--- config.mk ---
export PLATFORM = sky130hd
export DESIGN_NAME = axi4st_rst_seq
export DESIGN_NICKNAME = d
export VERILOG_FILES = /design/src/rtl/axi4st_rst_seq_pkg.sv /design/src/rtl/axi4st_bit_sync.sv /design/src/rtl/axi4st_rst_seq.sv
export SDC_FILE = /design/constraint.sdc
export NUM_CORES = 1
export LEC_CHECK = 0
export ABC_AREA = 1
export CORE_AREA = 2 2 39 41
export CTS_CLUSTER_DIAMETER = 40
export CTS_CLUSTER_SIZE = 20
export DETAILED_ROUTE_END_ITERATION = 10
export DIE_AREA = 0 0 41 43
export PLACE_DENSITY = 0.72
export RECOVER_POWER = 25
export SLEW_MARGIN = 20
export SYNTH_ARGS = -nofsm -noshare
export SYNTH_HDL_FRONTEND = slang
export SYNTH_SLANG_ARGS = --single-unit
export TNS_END_PERCENT = 5
--- constraint.sdc ---
create_clock -name clk -period 2.3 [get_ports clk]
set_input_delay 0.46 -clock clk [delete_from_list [all_inputs] [get_ports clk]]
set_output_delay 0.46 -clock clk [all_outputs]
set_load 0.005 [all_outputs]
--- src/rtl/axi4st_rst_seq_pkg.sv ---
// Shared types and defaults for the AXI4-ST reset sequencer.
// Combinational-only content; no latency, no backpressure.
package axi4st_rst_seq_pkg;

  typedef enum logic [1:0] {
    ST_RESET     = 2'b00,
    ST_WAIT_LINK = 2'b01,
    ST_HOLD      = 2'b10,
    ST_RUN       = 2'b11
  } seq_state_e;

  localparam int DEF_HOLD_CYCLES   = 16;
  localparam int DEF_SYNC_STAGES   = 2;
  localparam int DEF_FILTER_CYCLES = 8;

endpackage

--- src/rtl/axi4st_bit_sync.sv ---
// Single-bit flop-chain synchronizer, STAGES edges of latency, no backpressure.
module axi4st_bit_sync #(
  parameter int STAGES = 2
) (
  input  logic clk,
  input  logic rst_n,
  input  logic d,
  output logic q
);

  logic [STAGES-1:0] sync_ff;

  always_ff @(posedge clk or negedge rst_n) begin
    if (!rst_n) begin
      sync_ff <= '0;
    end else begin
      sync_ff <= {sync_ff[STAGES-2:0], d};
    end
  end

  assign q = sync_ff[STAGES-1];

endmodule

--- src/rtl/axi4st_rst_seq.sv ---
// Core reset sequencer: holds core_rst_n low until the link is qualified plus HOLD_CYCLES edges.
// Optional link stability filter enabled by defining AXI4ST_RST_SEQ_LINK_FILTER_EN; no backpressure.
module axi4st_rst_seq
  import axi4st_rst_seq_pkg::*;
#(
  parameter int HOLD_CYCLES   = DEF_HOLD_CYCLES,
  parameter int SYNC_STAGES   = DEF_SYNC_STAGES,
  parameter int FILTER_CYCLES = DEF_FILTER_CYCLES
) (
  input  logic       clk,
  input  logic       rst_n,
  input  logic       link_up,
  input  logic       sw_rst_req,
  output logic       core_rst_n,
  output logic       rst_done,
  output logic [1:0] seq_state
);

  localparam int                CNT_W     = $clog2(HOLD_CYCLES) + 1;
  localparam logic [CNT_W-1:0] HOLD_LOAD = CNT_W'(HOLD_CYCLES - 1);

  if (HOLD_CYCLES < 1 || HOLD_CYCLES > 65535 || SYNC_STAGES < 2 || SYNC_STAGES > 4 ||
      FILTER_CYCLES < 1 || FILTER_CYCLES > 255) begin : g_bad_param
    $error("axi4st_rst_seq: parameter out of legal range");
  end

  logic             link_s;
  logic             link_q;
  seq_state_e       state;
  seq_state_e       state_nxt;
  logic [CNT_W-1:0] cnt;
  logic [CNT_W-1:0] cnt_nxt;
  logic             core_rst_n_d;
  logic             rst_done_d;

  axi4st_bit_sync #(
    .STAGES (SYNC_STAGES)
  ) u_link_sync (
    .clk   (clk),
    .rst_n (rst_n),
    .d     (link_up),
    .q     (link_s)
  );

`ifdef AXI4ST_RST_SEQ_LINK_FILTER_EN
  localparam logic [7:0] FLT_MAX = 8'(FILTER_CYCLES);

  logic [7:0] flt_cnt;

  // Saturating count of consecutive high samples; a low sample drops link_q at once.
  always_ff @(posedge clk or negedge rst_n) begin
    if (!rst_n) begin
      flt_cnt <= '0;
    end else if (!link_s) begin
      flt_cnt <= '0;
    end else if (flt_cnt != FLT_MAX) begin
      flt_cnt <= flt_cnt + 8'd1;
    end
  end

  assign link_q = link_s && (flt_cnt == FLT_MAX);
`else
  assign link_q = link_s;
`endif

  always_ff @(posedge clk or negedge rst_n) begin
    if (!rst_n) begin
      state      <= ST_RESET;
      cnt        <= '0;
      core_rst_n <= 1'b0;
      rst_done   <= 1'b0;
    end else begin
      state      <= state_nxt;
      cnt        <= cnt_nxt;
      core_rst_n <= core_rst_n_d;
      rst_done   <= rst_done_d;
    end
  end

  always_comb begin
    state_nxt = state;
    cnt_nxt   = cnt;
    case (state)
      ST_RESET: begin
        state_nxt = ST_WAIT_LINK;
      end
      ST_WAIT_LINK: begin
        if (link_q && !sw_rst_req) begin
          state_nxt = ST_HOLD;
          cnt_nxt   = HOLD_LOAD;
        end
      end
      ST_HOLD: begin
        // Link loss outranks a software request; cnt is left untouched on that path.
        if (!link_q) begin
          state_nxt = ST_WAIT_LINK;
        end else if (sw_rst_req) begin
          cnt_nxt = HOLD_LOAD;
        end else if (cnt == '0) begin
          state_nxt = ST_RUN;
        end else begin
          cnt_nxt = cnt - 1'b1;
        end
      end
      ST_RUN: begin
        if (!link_q) begin
          state_nxt = ST_WAIT_LINK;
        end else if (sw_rst_req) begin
          state_nxt = ST_HOLD;
          cnt_nxt   = HOLD_LOAD;
        end
      end
      default: begin
        state_nxt = ST_RESET;
      end
    endcase
  end

  always_comb begin
    core_rst_n_d = (state_nxt == ST_RUN);
    rst_done_d   = (state_nxt == ST_RUN) && (state != ST_RUN);
  end

  assign seq_state = state;

endmodule
-- Word-level counts from Yosys, hierarchy flattened
Cells that the tools add are included.
- register bits: 11
- bits in latches: 0
- bits in writable memories: 0
- bits in read-only memories: 0
- output and inout port bits: 4
- word-level logic and storage cells: 37
- memories: 0
- add/subtract/negate cells: 1
- $mul: 0
- divide/modulo/power cells: 0
- $lt $le $gt $ge: 0
- equality and inequality tests: 10
- shifts and indexed selects: 0
- mux-type cells: 14
- bitwise gates (word level): 0
- reductions and logical operators: 7
- operators with widths (cell ; number):
    5-bit 2-to-1 mux ; 6
    5-bit case mux with 3 select lines ; 1
    2-bit 2-to-1 mux ; 6
    2-bit case mux with 4 select lines ; 1
    2-bit == test (second input constant) ; 3
    2-bit != test (second input constant) ; 3
    6-bit AND reduction ; 1
    5-bit logical NOT ; 1
    5-bit by 1-bit subtractor with 5-bit output (second input constant) ; 1
    2-bit by 1-bit != test with 1-bit output (second input constant) ; 2
    3-bit != test (second input constant) ; 1
    3-bit nonzero test ; 1
    2-bit by 1-bit == test with 1-bit output (second input constant) ; 1
    1-bit logical AND ; 2
    2-bit logical NOT ; 1
    1-bit logical NOT ; 1

-- Logic depth before layout (Yosys ltp)
- depth after elaboration: 7
- depth in mapped cells: 10
- depth with buffers taken out: 10

-- Cells and area by module
Synthesis repeated with hierarchy kept, for this count alone.
- cell total of the unflattened synthesis: 64
- area, all modules: 544.3 µm²
- by module, submodules not included (module ; instances ; cells each ; area each (µm²)):
    axi4st_rst_seq ; 1 ; 62 ; 494.2
    axi4st_bit_sync ; 1 ; 2 ; 50.0

-- Least setup slack after synthesis
OpenSTA, ideal clock, no wires.
- path type: register -> register
- from: reg cnt[0]
- to: reg cnt[4]
- library setup time: 0.117 ns
- arrival: 1.042 ns
- required time: 2.183 ns
- setup slack: 1.141 ns
- stages on the path, launching flop included: 11
- period minus slack after synthesis: 1.159 ns
- cell sequence: dfrtp_1 -> inv_1 -> ha_1 -> inv_1 -> nor2_1 -> nand2_1 -> nand2_2 -> nand2_4 -> nand2_4 -> nand2_1 -> nand2_1
- longest elaborated chain between the ends: 5
- RTL lines (what ; line ; source):
    start: declaration ; axi4st_rst_seq.sv:31 ; logic [CNT_W-1:0] cnt;
    start signal: assignment ; axi4st_rst_seq.sv:74 ; cnt <= cnt_nxt;
    5-bit by 1-bit subtractor with 5-bit output ; axi4st_rst_seq.sv:102 ; cnt_nxt = cnt - 1'b1;
    5-bit 2-to-1 mux ; axi4st_rst_seq.sv:99 ; end else if (cnt == '0) begin
    5-bit 2-to-1 mux ; axi4st_rst_seq.sv:97 ; end else if (sw_rst_req) begin
    5-bit 2-to-1 mux ; axi4st_rst_seq.sv:95 ; if (!link_q) begin
    5-bit case mux with 3 select lines ; axi4st_rst_seq.sv:83 ; case (state)
Several ways; a longest one is shown, not always the timed one. The select of a mux whose other input is x is not followed.
A chain may end at the register's enable or synchronous reset.

-- Worst setup path in the final report
- from: reg state[0], in the netlist seq_state[0]
- to: out seq_state[0]
- RTL lines (what ; line ; source):
    start: declaration ; axi4st_rst_seq.sv:29 ; seq_state_e state;
    start signal: assignment ; axi4st_rst_seq.sv:73 ; state <= state_nxt;
    end: declaration ; axi4st_rst_seq.sv:16 ; output logic [1:0] seq_state
No word-level cell between the ends.

==> flow_summary.ini <==
[detailed_routing]
firstDrtPassIters = 4
drc = 0
routed_via_density = 4.62
drtAntennaViolNets = 0
wl_um = 974
vias = 420
wl_per_cell_um = 10.7
drt_iter0_markers = 7

[timing]
fmax_mhz = 594
finalSetupTns_ns = 0
slew_viol_final = 0
period_needed_ns = 1.68
rsz0062_at_grt = false
worstMarginPinSlew_ns = 0.489
fin_crit_sh_pct = 73.1
finClkSkew_ns = 0.000361
setup_viol = 0
hold_viol_final = 0
relSlewSlack_pct = 67.3

[clock_network]
cts_setup_buffers = 0
cts_buffers = 3
cts.repair.resized = 0
root_buffer = clkbuf_4
ctsHoldBuffers = 0
cts_tree = built
cts.sinks = 11
path_clk_slew_ns = 0.07
htree_levels = 1
clk_path_buf_depth = 2
insertion_delay_ns = 0.27

[cells_and_area]
nets = 82
syn2layout_area_growth_pct = 21.6
fillerInstances = 139
layout-drive-gt1-share_pct = 16.0
antenna_cells = 0
fin_cells = 91

[synth]
synth_nets = 70
synth_cells = 64
synth.distinct_cells = 13
yosys_warnings = 0
synth_area_per_cell_um2 = 8.50
ys_seq_area_share_pct = 50.6
synth_area_um2 = 544
ys_ff_latch = 11

[global_routing]
grt_pass1_wl_mm = 1.50
grt_util_all_layers_pct = 12.7
grt_max_degree = 12
busiest_layer = met2
grt_antenna_before_repair = 0
grt_pass1_vias = 384
met1_usage_pct = 15.4
overflow = 0
gr-usage-met2_pct = 20.0
globalRouteMet3Util_pct = 1.57

[die]
io_pins = 8
row_count = 14
start_util_pct = 39.3
dieHeight_um = 43
coreArea_um2 = 1380
fp.dieArea_um2 = 1760
die_x_um = 41

[setup_path]
criticalPathCategory = flop to primary output
arrival_ns = 1.22
slowest_stage = clkdlybuf4s50_1
cp-end-kind = primary output
worstPathCellList = clkdlybuf4s50_1
required_ns = 1.84
critPathBufInv = 1
max_stage_delay_ns = 0.53
critical-path-top-delay-family = buffers and inverters
startpoint_type = flop
crit_fanout = 5

[worst_hold_path]
hold_path.class = flop to flop

[placed_design]
io_buffers = 7
place_congestion = 0.795
place_inst = 87
dp_hpwl_um = 728

[run]
maxCapViolCount = 0

[power]
p_leak_uw = 0.000337
ir_drop_uv = 420
powerDensity_nw_per_um2 = 710

[outcome]
status = finished, final reports clean
==> path summary, 6_finish.rpt <==
check,from,end,slack (ns),depth (start not counted)
setup / recovery,seq_state[0],seq_state[0],0.62,1
hold / removal,u_link_sync.sync_ff[0],u_link_sync.sync_ff[1],0.36,0
setup reg to reg,cnt[0],cnt[3],0.99,10
hold reg to reg,u_link_sync.sync_ff[0],u_link_sync.sync_ff[1],0.36,0
max in group asynchronous,rst_n,cnt[4],1.39,1
min in group asynchronous,rst_n,core_rst_n,0.58,1
==> cell usage after synthesis, drive strengths merged <==
cell   count  share of area [%]
xnor2      1                1.6
dfrtp     11                 51
nand2     25                 21
inv        9                6.7
nand3      8                7.4
nor2       6                5.1
ha         2                4.6
a21oi      1               0.92
nor3b      1                2.3
==> cell families (layout without fill, tap and decap cells) <==
logic type      Yosys count  after routing  synth area share [%]
simple gates             40             40                  35.6
fa+ha+maj                 2              2                  4.60
flops                    11             11                  50.6
compound gates            1              1                 0.919
xor+xnor                  1              1                  1.61
buf+inv                   9             20                  6.67
==> final cells by class <==
| cell class | count | area, µm² | area share (%) |
|---|---|---|---|
| Clock buffer | 3 | 22.5 | 3.40 |
| Sequential cell | 11 | 275 | 41.6 |
| Multi-Input combinational cell | 44 | 233 | 35.2 |
| Inverter | 9 | 36.3 | 5.48 |
| Timing Repair Buffer | 7 | 70.1 | 10.6 |
| Clock inverter | 1 | 5.00 | 0.756 |
| Tap cell | 16 | 20.0 | 3.02 |
==> per-stage QoR <==
stage | hold WS (ns) | instance area (µm²) | total power (µW) | util, % | setup slack, ns
floorplan | 0.164 | 544 | 305 | - | 1.14
global placement | 0.332 | 634 | 335 | 45.8 | 0.748
detailed placement | 0.336 | 634 | 340 | 45.8 | 0.683
CTS | 0.353 | 662 | 474 | 47.8 | 0.602
global route | 0.371 | 662 | 497 | 47.8 | 0.561
finish | 0.361 | 662 | 470 | 47.8 | 0.618
==> routing by layer <==
layer	wire, µm	vias up	part of all wire, %
met5	0	-	0
met4	19	0	2.0
met3	21	2	2.2
met2	492	10	51
met1	439	188	45
li1	-	220	-
==> report_power, final <==
| part | switching, µW | internal, µW |
|---|---|---|
| Clock | 70.5 | 64.4 |
| Sequential | 21.1 | 214 |
| Combinational | 57.2 | 42.7 |
| Total | 149 | 321 |
==> registers in the layout, indices dropped and copies added, names as in the netlist <==
signal and flops:
cnt 5, seq_state 2, u_link_sync.sync_ff 2, core_rst_n 1, rst_done 1
==> placed cells by master (no fill, tap or decap), types with 2 or more instances in the layout <==
cell type,count
dfrtp_1,11
dlygate4sd3_1,2
nand2_1,21
inv_1,8
ha_1,2
nor2_1,4
nand2_4,2
nor2_2,2
clkbuf_4,3
clkdlybuf4s50_1,5
nand2_2,2
nand3_1,8
Note: power is estimated with default switching activity, not from simulation.
